--- config.mk ---
export PLATFORM = sky130hd
export DESIGN_NAME = stopwatch_timebase_bcd
export DESIGN_NICKNAME = d
export VERILOG_FILES = /design/src/rtl/stopwatch_timebase_bcd.sv
export SDC_FILE = /design/constraint.sdc
export NUM_CORES = 1
export LEC_CHECK = 0
export CORE_MARGIN = 2
export CORE_UTILIZATION = 35
export DETAILED_ROUTE_END_ITERATION = 8
export SYNTH_ARGS = -nofsm -noshare
export SYNTH_HDL_FRONTEND = slang
export SYNTH_SLANG_ARGS = --single-unit
--- constraint.sdc ---
create_clock -name clk -period 5.29 [get_ports clk]
set_input_delay 1.058 -clock clk [delete_from_list [all_inputs] [get_ports clk]]
set_output_delay 1.058 -clock clk [all_outputs]
set_load 0.005 [all_outputs]
--- src/rtl/stopwatch_timebase_bcd.sv ---
`default_nettype none
// ============================================================================
// Module   : stopwatch_timebase_bcd
// Purpose  : Stopwatch core with a clock prescaler, a run/pause/clear control
//            FSM and a cascaded BCD counter MM:SS:CC.
//            Optional lap-hold stage is enabled with STOPWATCH_LAP_EN.
// Ports    : clk, rst         - clock, synchronous active-high reset
//            ena              - global enable; low freezes all state
//            start_stop       - one-cycle pulse, toggles run/pause
//            clear            - one-cycle pulse, zero counter and stop
//            lap              - one-cycle pulse, freeze/refresh outputs
//                               (present only with STOPWATCH_LAP_EN)
//            speed            - level, 1 selects FAST_DIV
//            running          - 1 while in RUN
//            tick, overflow   - one-cycle pulses on centisecond update / wrap
//            min_t..cs_o      - BCD digits
// Revision : 1.0 - initial release
// ============================================================================
module stopwatch_timebase_bcd #(
    parameter int TICK_DIV = 100000,
    parameter int FAST_DIV = 1000,
    parameter int MAX_MIN  = 59,
    parameter int PRESC_W  = 17
) (
    input  logic       clk,
    input  logic       rst,
    input  logic       ena,
    input  logic       start_stop,
    input  logic       clear,
`ifdef STOPWATCH_LAP_EN
    input  logic       lap,
`endif
    input  logic       speed,
    output logic       running,
    output logic       tick,
    output logic       overflow,
    output logic [3:0] min_t,
    output logic [3:0] min_o,
    output logic [3:0] sec_t,
    output logic [3:0] sec_o,
    output logic [3:0] cs_t,
    output logic [3:0] cs_o
);

    localparam logic [1:0] c_st_idle  = 2'd0;
    localparam logic [1:0] c_st_run   = 2'd1;
    localparam logic [1:0] c_st_pause = 2'd2;

    localparam logic [PRESC_W-1:0] c_lim_norm  = PRESC_W'(TICK_DIV - 1);
    localparam logic [PRESC_W-1:0] c_lim_fast  = PRESC_W'(FAST_DIV - 1);
    localparam logic [3:0]         c_max_min_t = 4'(MAX_MIN / 10);
    localparam logic [3:0]         c_max_min_o = 4'(MAX_MIN % 10);

    logic [1:0]         r_state;
    logic [1:0]         w_state_nxt;
    logic               r_running;
    logic               r_tick;
    logic               r_ovf;
    logic [PRESC_W-1:0] r_presc;
    logic [3:0]         r_min_t, r_min_o, r_sec_t, r_sec_o, r_cs_t, r_cs_o;

    logic               w_count;
    logic               w_presc_done;
    logic               w_adv;
    logic [PRESC_W-1:0] w_lim;
    logic               w_cs_o_max, w_cs_max, w_sec_o_max, w_sec_max, w_min_max;
    logic               w_roll;
    logic [23:0]        w_live;
    logic [23:0]        w_disp;

    // ------------------------------------------------------------------------
    // Control FSM
    // ------------------------------------------------------------------------
    always_comb begin
        w_state_nxt = r_state;
        if (ena) begin
            if (clear) begin
                w_state_nxt = c_st_idle;
            end else if (start_stop) begin
                case (r_state)
                    c_st_idle:  w_state_nxt = c_st_run;
                    c_st_run:   w_state_nxt = c_st_pause;
                    c_st_pause: w_state_nxt = c_st_run;
                    default:    w_state_nxt = c_st_idle;
                endcase
            end
        end
    end

    always_ff @(posedge clk) begin
        if (rst) begin
            r_state   <= c_st_idle;
            r_running <= 1'b0;
        end else begin
            r_state   <= w_state_nxt;
            r_running <= (w_state_nxt == c_st_run);
        end
    end

    // ------------------------------------------------------------------------
    // Prescaler and carry detection
    // ------------------------------------------------------------------------
    // Counting needs RUN both now and next cycle: the start cycle does not
    // count (so the first tick lands L+1 edges later) and the pausing cycle
    // does not consume a prescaler step (so resume continues exactly).
    assign w_count      = ena && (r_state == c_st_run) && (w_state_nxt == c_st_run);
    assign w_lim        = speed ? c_lim_fast : c_lim_norm;
    // >= rather than == so a switch to the shorter limit mid-count still wraps.
    assign w_presc_done = (r_presc >= w_lim);
    assign w_adv        = w_count && w_presc_done;

    assign w_cs_o_max  = (r_cs_o == 4'd9);
    assign w_cs_max    = w_cs_o_max && (r_cs_t == 4'd9);
    assign w_sec_o_max = (r_sec_o == 4'd9);
    assign w_sec_max   = w_sec_o_max && (r_sec_t == 4'd5);
    assign w_min_max   = (r_min_t == c_max_min_t) && (r_min_o == c_max_min_o);
    assign w_roll      = w_cs_max && w_sec_max && w_min_max;

    always_ff @(posedge clk) begin
        if (rst) begin
            r_presc <= '0;
            r_tick  <= 1'b0;
            r_ovf   <= 1'b0;
        end else begin
            r_tick <= w_adv;
            r_ovf  <= w_adv && w_roll;
            if (ena && clear) begin
                r_presc <= '0;
            end else if (w_count) begin
                if (w_presc_done) begin
                    r_presc <= '0;
                end else begin
                    r_presc <= r_presc + PRESC_W'(1);
                end
            end
        end
    end

    // ------------------------------------------------------------------------
    // Cascaded BCD digits; the full wrap falls out of each digit rolling to 0
    // ------------------------------------------------------------------------
    always_ff @(posedge clk) begin
        if (rst || (ena && clear)) begin
            r_min_t <= 4'd0;
            r_min_o <= 4'd0;
            r_sec_t <= 4'd0;
            r_sec_o <= 4'd0;
            r_cs_t  <= 4'd0;
            r_cs_o  <= 4'd0;
        end else if (w_adv) begin
            r_cs_o <= w_cs_o_max ? 4'd0 : r_cs_o + 4'd1;
            if (w_cs_o_max) begin
                r_cs_t <= (r_cs_t == 4'd9) ? 4'd0 : r_cs_t + 4'd1;
            end
            if (w_cs_max) begin
                r_sec_o <= w_sec_o_max ? 4'd0 : r_sec_o + 4'd1;
                if (w_sec_o_max) begin
                    r_sec_t <= (r_sec_t == 4'd5) ? 4'd0 : r_sec_t + 4'd1;
                end
            end
            if (w_cs_max && w_sec_max) begin
                if (w_min_max) begin
                    r_min_t <= 4'd0;
                    r_min_o <= 4'd0;
                end else if (r_min_o == 4'd9) begin
                    r_min_o <= 4'd0;
                    r_min_t <= r_min_t + 4'd1;
                end else begin
                    r_min_o <= r_min_o + 4'd1;
                end
            end
        end
    end

    assign w_live = {r_min_t, r_min_o, r_sec_t, r_sec_o, r_cs_t, r_cs_o};

    // ------------------------------------------------------------------------
    // Optional lap hold stage
    // ------------------------------------------------------------------------
`ifdef STOPWATCH_LAP_EN
    logic        r_frozen;
    logic [23:0] r_hold;

    always_ff @(posedge clk) begin
        if (rst) begin
            r_frozen <= 1'b0;
            r_hold   <= '0;
        end else if (ena) begin
            // Release wins over a coincident lap so a pause always shows live.
            if (clear || ((r_state == c_st_run) && (w_state_nxt == c_st_pause))) begin
                r_frozen <= 1'b0;
            end else if (lap && (r_state == c_st_run)) begin
                r_frozen <= 1'b1;
                r_hold   <= w_live;
            end
        end
    end

    assign w_disp = r_frozen ? r_hold : w_live;
`else
    assign w_disp = w_live;
`endif

    assign {min_t, min_o, sec_t, sec_o, cs_t, cs_o} = w_disp;
    assign running  = r_running;
    // Pulses are masked while disabled so a frozen block never reports events.
    assign tick     = r_tick && ena;
    assign overflow = r_ovf && ena;

endmodule
`default_nettype wire
[Word level (Yosys, flattened, before mapping)]
Index checks and enable logic that the tools add are counted.
Cells by class
  muxes and demuxes: 14
  equal/unequal tests: 9
  add/sub/neg operators: 7
  reduce and logical (&&, ||, !) cells: 22
  magnitude comparators: 1
Operators by type and width (number)
  2-to-1 mux 17 bit: 2
  2-to-1 mux 4 bit: 8
  adder 4 x 1 -> 4 bit (second input constant): 6
  adder 17 x 1 -> 17 bit (second input constant): 1
  >= comparator 17 bit: 1
  == test 4 bit (second input constant): 4
  logical AND 1 bit: 12
  == test 4 x 3 -> 1 bit (second input constant): 2
  2-to-1 mux 2 bit: 3
  AND reduction 2 bit: 3
  AND reduction 3 bit: 2
  == test 2 x 1 -> 1 bit (second input constant): 2
  one-hot mux 2 bit (2 select lines): 1
  OR reduction 2 bit: 2
  == test 2 bit (second input constant): 1
  logical NOT 2 bit: 1
  nonzero test 2 bit: 1
  logical OR 1 bit: 1
Word-level totals
  register bits after elaboration: 46
  logic and storage cells: 64
  bits of input ports: 6

[Logic depth before layout (Yosys ltp)]
Gate-level depths: netlist of the first run.
  depth in word-level cells: 10
  depth in mapped cells: 9
  mapped depth without buffers: 7

[Least setup slack after synthesis of the first run]
No wires, ideal clock.
  path kind: input to register
  start point: input port speed
  end point: register r_sec_t[3] (netlist: sec_t[3])
  slack: 2.434 ns
  library setup time: 0.121 ns
  data required time: 5.169 ns
  stages on the path: 8
  arrival: 2.735 ns
  path through: inv_1 ha_1 a211oi_1 nor4_2 a2111oi_4 buf_6 nor3_2 mux2_4
On the way
  word-level cells in the longest chain between the ends: 4
Ends and longest elaborated chain
  start, declared: RTL line 33  | input logic speed,
  2-to-1 mux 17 bit: RTL line 107  | assign w_lim = speed ? c_lim_fast : c_lim_norm;
  >= comparator 17 bit: RTL line 109  | assign w_presc_done = (r_presc >= w_lim);
  logical AND 1 bit: RTL line 110  | assign w_adv = w_count && w_presc_done;
  AND reduction 3 bit (no line)
  end signal, assigned: RTL line 158  | r_sec_t <= (r_sec_t == 4'd5) ? 4'd0 : r_sec_t + 4'd1;
  end, declared: RTL line 60  | logic [3:0] r_min_t, r_min_o, r_sec_t, r_sec_o, r_cs_t, r_cs_o;
Every way passes these cells.
A chain may end at the register's enable or synchronous reset.

[Worst setup path after layout of the first run]
  start point: input port speed
  end point: register r_cs_t[3] (netlist: cs_t[3])
On the way
  word-level cells in the longest chain between the ends: 4
Ends and longest elaborated chain
  2-to-1 mux 17 bit: RTL line 107
  >= comparator 17 bit: RTL line 109
  logical AND 1 bit: RTL line 110
  AND reduction 2 bit (no line)
  end signal, assigned: RTL line 153  | r_cs_t <= (r_cs_t == 4'd9) ? 4'd0 : r_cs_t + 4'd1;
  end, declared: RTL line 60
Every way passes these cells.

==> key figures, run 1 <==
Clocking
  – CTS Sinks: between 40 and 50
  – Clk buf depth: 2
  – CTS Hold Bufs: 0
  – TritonCTS clock tree: built
  – Worst-skew pair later-pin latency: about 0.3 ns
  – CTS root buffer: clkbuf_8
  – H-tree levels: 2
  – Post-CTS setup buffers: 0
  – CTS Buf Count: 5
  – Resize count post-CTS: 0
  – Clk slew on worst S/H paths: 0.09 ns

Detailed routing
  – First DRT Iteration DRCs: 142
  – Detail Route Antenna Nets: 0
  – Drt pass-1 iters: 4
  – DR WL/cell: 13.8 um
  – Residual DRC: 0
  – Total Wirelength: 5.86 mm
  – Via/cell ratio: 5.31
  – Vias: approximately 2.3k

Global route
  – Vias in the first global route: 2130
  – GRT Resource Usage Total: 0.160
  – Initial antenna violation count: 0
  – Largest net degree at the start of global routing: 24
  – Grt ovf: 0
  – First-pass GRT wire length: 10.1 mm

Worst hold path
  – Class of the worst hold path: reg -> reg

Status
  – Status: finished, final reports clean

Critical path
  – CP endpoint: cs_t[3]
  – Critical Path RT: 5.49 ns
  – Reg2Reg Depth: 6
  – Critical path startpoint category: input pin
  – Crit end category: flip-flop
  – Worst Setup Path Type: in -> reg
  – Setup slack, reg-to-reg: around 2.5 ns
  – Worst Setup SP: speed
  – CP max FO: 17
  – Worst R2R End: cs_t[3]
  – Arrival time worst endpoint: just over 4 ns
  – R2R Path Start: r_presc[11]

Die
  – I/O pin cnt: 33
  – Starting density of the core: 0.356
  – Die W: 89.2 um
  – Area of the die: between 7000 and 8000 um^2
  – CORE AREA: 7140 um^2
  – Die Y: between 80 and 90 um
  – # rows: 31

Timing
  – Max-slew headroom: 0.344
  – Final setup TNS: 0 ns
  – Period utilization: 0.726
  – Fin. Hold Viols: 0
  – Unrepaired setup endpoints after global routing: false
  – Endpoints failing setup: 0
  – Final Skew: 0.00819 ns
  – Worst Tran Pin Value: 0.984 ns
  – Minimum clock period: around 3.8 ns
  – Max Fclk: 0.261 GHz
  – Max Slew Vio Count: 0

Power
  – Pwr Density: 199 nW/um^2
  – Max IR drop VDD: ~110 uV
  – Lkg Pwr: 1.04 nW

Layout
  – Fin nets: 342
  – Cell Count, Final, Fillers Out: between 400 and 500
  – Share of cells above drive strength 1: 0.0552
  – N_diodes: 0
  – Layout area overhead: 19.2%

Synthesis
  – EDFF count, synth: 0
  – Syn Area/Cell: 8.63 um^2
  – Synth Instances: 294
  – Syn_nets: 311
  – Yosys cell types: 53
  – Async SR Flop Fraction: 0
  – Top FF cell, synth: dfxtp_1
  – Cell Area, Synth: 2540 um^2
  – Yosys reg bits: 46
  – Sequential share of the synthesized area: 0.363
  – Synth warn: 0

Placed design
  – Detailed placement HPWL: 4.09 mm
  – Placed instance count: 417
  – GPL Wtd Cong: 0.798
  – Port Buffer Count: 32

Job
  – Max-cap violations: 0
==> stage by stage <==
step / cell area (um^2) / setup slack [ns] / hold slack (ns) / util / power, W
after floorplan: 2540 / 2.43 / 0.450 / - / 0.000373
after global placement: 2930 / 1.25 / 0.461 / 0.411 / 0.000384
after detailed placement: 2930 / 1.16 / 0.471 / 0.411 / 0.000384
after CTS: 3030 / 1.48 / 0.487 / 0.424 / 0.000612
after global routing: 3030 / 1.23 / 0.519 / 0.424 / 0.000628
final: 3030 / 1.45 / 0.481 / 0.424 / 0.000601
==> synthesized netlist by cell type (3+ instances only) <==
cell type | count | share of area
a21oi_1 | 17 | 0.034
a31oi_1 | 5 | 0.012
a41o_1 | 3 | 0.012
and2_1 | 5 | 0.012
and3_1 | 6 | 0.015
and4_1 | 4 | 0.014
buf_6 | 3 | 0.013
clkbuf_1 | 6 | 0.0089
dfxtp_1 | 46 | 0.36
ha_1 | 11 | 0.054
inv_1 | 9 | 0.013
mux2i_1 | 5 | 0.020
nand2_1 | 24 | 0.035
nand2b_1 | 4 | 0.0099
nand3_1 | 8 | 0.016
nand4_1 | 12 | 0.030
nor2_1 | 30 | 0.044
nor2b_1 | 8 | 0.020
nor3_1 | 9 | 0.018
nor3b_1 | 3 | 0.0089
o21ai_0 | 7 | 0.014
o21ai_1 | 5 | 0.0099
o311ai_0 | 3 | 0.010
o31ai_1 | 5 | 0.015
or3_1 | 5 | 0.012
or4_1 | 6 | 0.018
xnor2_1 | 12 | 0.041
xor2_1 | 5 | 0.017
==> metal layers <==
metal	share of wire	vias up	track usage
met5	0	-	0
met4	0.0087	0	0.0475
met1	0.48	1070	0.218
met3	0.032	4	0.0332
li1	-	1141	-
met2	0.48	43	0.255
==> flip-flops by register name (all words and copies together) (netlist names) <==
| name | cells |
|---|---|
| r_presc | 17 |
| cs_o | 4 |
| cs_t | 4 |
| min_o | 4 |
| min_t | 4 |
| sec_o | 4 |
| sec_t | 4 |
| r_state | 2 |
| r_ovf | 1 |
| r_tick | 1 |
| running | 1 |
==> critical path: stages <==
cell and delay, ns:
clkdlybuf4s50_1 0.60, inv_1 0.12, ha_1 0.33, a211oi_1 0.31
nor4_2 0.11, a2111oi_4 0.90, buf_4 0.30, o31ai_1 0.09
a32o_1 0.21
==> final cells by class <==
type | count | area [um^2]
Clock buffer | 7 | 86.3
Tap cell | 99 | 124
Inverter | 9 | 33.8
Multi-Input combinational cell | 229 | 1520
Clock inverter | 1 | 5.00
Timing Repair Buffer | 34 | 335
Fill cell | 760 | 4110
Sequential cell | 46 | 921
==> logic make-up after synthesis <==
logic type,synth area share
flip-flops,0.363
AO/OA/AOI/OAI,0.158
buffers and inverters,0.0384
XOR/XNOR,0.0586
multiplexers,0.0256
adder cells (fa/ha/maj),0.0542
AND/OR/NAND/NOR,0.302
==> worst min path at each step <==
stage | startpoint | endpoint | slack [ns] | cells past startpoint
after detailed placement | sec_t[0] | sec_t[0] | 0.47 | 2
final | sec_t[0] | sec_t[0] | 0.48 | 2
after global placement | r_state[1] | r_state[1] | 0.46 | 2
after CTS | sec_t[0] | sec_t[0] | 0.49 | 2
after floorplan | r_state[1] | r_state[1] | 0.45 | 2
after global routing | r_state[1] | r_state[1] | 0.52 | 2
==> power by group <==
group | switching (W) | internal [W]
registers | 0.000000857 | 0.000347
logic | 0.0000182 | 0.00000944
clock network | 0.000120 | 0.000106
total | 0.000139 | 0.000462
==> layout by cell type, fill, tap and decap left out, drive strengths merged, types with 8 or more instances in the layout <==
master,Yosys,routed
dfxtp,46,46
clkdlybuf4s50,0,32
nor2,30,30
nand2,24,24
a21oi,18,18
o21ai,13,13
nand4,12,12
xnor2,12,12
ha,11,11
nor3,10,10
inv,9,9
nor2b,8,8
nand3,8,8
(Power assumes the default switching activity.)
==> run 2, diff against run 1 <==
Clock period 5.29 ns to 3.5 ns, I/O delays scaled along.
==> run 2 against run 1 <==
  * Setup slack got worse by 1.0 ns
  * Cell area increased by 2.0%
  * Total power is 62% higher
  * Clock-buffer cell count decreased by 1
  * First-iteration DRC count fell by 15%
  * Largest power group unchanged
==> key figures, run 2 (synthesis results as in run 1) <==
Power
  – Part of the power in registers: 0.539 (was 0.578)
  – Combinational share of power: 0.045 (was 0.046)
  – Sw Ratio: 0.227 (was 0.232)
  – Clock Power Share: 0.416 (was 0.376)
  – Tot Pwr: 0.000975 W (was 0.000601 W)
  – Lkg Pwr: 1.07 nW (was 1.04 nW)
  – Max IR drop VDD: 194 uV (was 112 uV)
  – Pwr Density: 316 nW/um^2 (was 199 nW/um^2)
  – Int Pwr: 0.000754 W (was 0.000462 W)
  – Net Sw Power: 0.000221 W (was 0.000139 W)

Status
  – Status: finished, final reports clean (unchanged)

Detailed routing
  – Drt pass-1 iters: 4 (unchanged)
  – Via/cell ratio: 5.29 (was 5.31)
  – First DRT Iteration DRCs: 121 (was 142)
  – Total Wirelength: 5.95 mm (was 5.86 mm)
  – DR WL/cell: 13.9 um (was 13.8 um)
  – Detail Route Antenna Nets: 0 (unchanged)
  – Residual DRC: 0 (unchanged)
  – Vias: 2271 (was 2258)

Layout
  – Area of the multi-input gates: 1520 um^2 (unchanged)
  – Share of cells above drive strength 1: 0.0667 (was 0.0552)
  – Cell Count, Final, Fillers Out: 429 (was 425)
  – Fillers: 744 (was 760)
  – Most common cell after layout, fill and taps aside: dfxtp_1 (unchanged)
  – N_diodes: 0 (unchanged)
  – Fin nets: 346 (was 342)
  – Largest Register: r_presc (unchanged)
  – Most frequent cells in the layout: 46 x dfxtp_1, 32 x clkdlybuf4s50_1, 30 x nor2_1 (unchanged)
  – Storage cell area: 921 um^2 (unchanged)
  – Layout area overhead: 21.6% (was 19.2%)
  – Max FFs per register: 17 (unchanged)

Die
  – Area of the die: 7950 um^2 (unchanged)
  – I/O pin cnt: 33 (unchanged)
  – Die Y: 89.2 um (unchanged)
  – Starting density of the core: 0.356 (unchanged)
  – # rows: 31 (unchanged)
  – CORE AREA: 7140 um^2 (unchanged)
  – Die W: 89.2 um (unchanged)

Clocking
  – CTS root buffer: clkbuf_8 (unchanged)
  – CTS Sinks: 46 (unchanged)
  – H-tree levels: 2 (unchanged)
  – CTS Hold Bufs: 0 (unchanged)
  – Worst-skew pair later-pin latency: 0.30 ns (about the same)
  – TritonCTS clock tree: built (unchanged)
  – Post-CTS setup buffers: 0 (unchanged)
  – CTS Buf Count: 5 (unchanged)
  – Clk slew on worst S/H paths: 0.09 ns (about the same)
  – Resize count post-CTS: 0 (unchanged)
  – Clk buf depth: 2 (unchanged)

Timing
  – Worst Tran Pin Value: 0.784 ns (was 0.984 ns)
  – Minimum clock period: 3.08 ns
  – Fin. Hold Viols: 0 (unchanged)
  – Period utilization: 0.880
  – Max-slew headroom: 0.477 (was 0.344)
  – Endpoints failing setup: 0 (unchanged)
  – Max Fclk: 0.325 GHz
  – Unrepaired setup endpoints after global routing: false (unchanged)
  – Final Skew: 0.00808 ns (was 0.00819 ns)
  – Final setup TNS: 0 ns (unchanged)
  – Max Slew Vio Count: 0 (unchanged)

Global route
  – First-pass GRT wire length: 10.1 mm (about the same)
  – Vias in the first global route: 2170 (was 2130)
  – GRT Resource Usage Total: 0.160 (about the same)
  – Initial antenna violation count: 0 (unchanged)
  – Largest net degree at the start of global routing: 27 (was 24)
  – Grt ovf: 0 (unchanged)

Placed design
  – GPL Wtd Cong: 0.745 (was 0.798)
  – Detailed placement HPWL: 4.18 mm (was 4.09 mm)
  – Port Buffer Count: 32 (unchanged)
  – Placed instance count: 421 (was 417)

Critical path
  – Arrival time worst endpoint: 3.31 ns (was 4.04 ns)
  – Crit end category: flip-flop (unchanged)
  – Critical path startpoint category: input pin (unchanged)
  – CP max FO: 16 (was 17)
  – Setup slack, reg-to-reg: 0.95 ns (was 2.46 ns)
  – Worst Setup Path Type: in -> reg (unchanged)
  – Critical Path RT: 3.73 ns (was 5.49 ns)

Job
  – Max-cap violations: 0 (unchanged)

Worst hold path
  – Class of the worst hold path: reg -> reg (unchanged)
==> run 2: cell count changes in the layout (fill, tap and decap cells not counted), sizes merged <==
| cell | change |
|---|---|
| clkinv | -1 |
| bufinv | +1 |
| clkinvlp | +1 |
| buf | +4 |
| clkbuf | -1 |
==> run 2: layout make-up <==
cell class | instances | share of cell area
Clock buffer | 6 | 0.0235
Clock inverter | 2 | 0.0122
Inverter | 9 | 0.0109
Multi-Input combinational cell | 229 | 0.493
Sequential cell | 46 | 0.298
Tap cell | 99 | 0.0401
Timing Repair Buffer | 38 | 0.122
==> run 2: metal layers <==
layer  share of wire  GRT usage
met5               0          0
met4           0.012     0.0448
met3           0.035     0.0332
met2            0.48      0.270
met1            0.47      0.206
==> run 2: stage by stage <==
| step | worst slack, ns | instance area [um^2] | hold WS (ns) | util |
|---|---|---|---|---|
| global placement | 0.219 | 2980 | 0.459 | 0.417 |
| CTS | 0.417 | 3090 | 0.483 | 0.433 |
| floorplan | 1.00 | 2540 | 0.450 | - |
| detailed placement | 0.114 | 2980 | 0.471 | 0.417 |
| global route | 0.180 | 3090 | 0.526 | 0.433 |
| finish | 0.420 | 3090 | 0.481 | 0.433 |
==> run 2: power by group through the flow <==
| stage | Sequential [W] | Combinational, W | Clock, W |
|---|---|---|---|
| floorplan | 0.000538 | 0.0000265 | 0 |
| global placement | 0.000538 | 0.0000444 | 0 |
| detailed placement | 0.000538 | 0.0000452 | 0 |
| CTS | 0.000526 | 0.0000454 | 0.000414 |
| global route | 0.000526 | 0.0000491 | 0.000432 |
| finish | 0.000526 | 0.0000441 | 0.000406 |
==> run 2: worst paths after layout <==
check	from	endpoint	depth (start not counted)
worst max-delay path	speed	min_t[1]	8
worst min-delay path	r_state[1]	r_state[1]	2
worst max register to register	r_presc[11]	min_t[2]	5
worst min register to register	r_state[1]	r_state[1]	2
==> run 2: worst max-delay path, stage by stage <==
cell and delay [ns]:
clkdlybuf4s50_1 0.61, inv_1 0.13, ha_1 0.32, a211oi_1 0.28, nor4_2 0.11, a2111o_1 0.64, nand3_1 0.30, mux2i_1 0.21
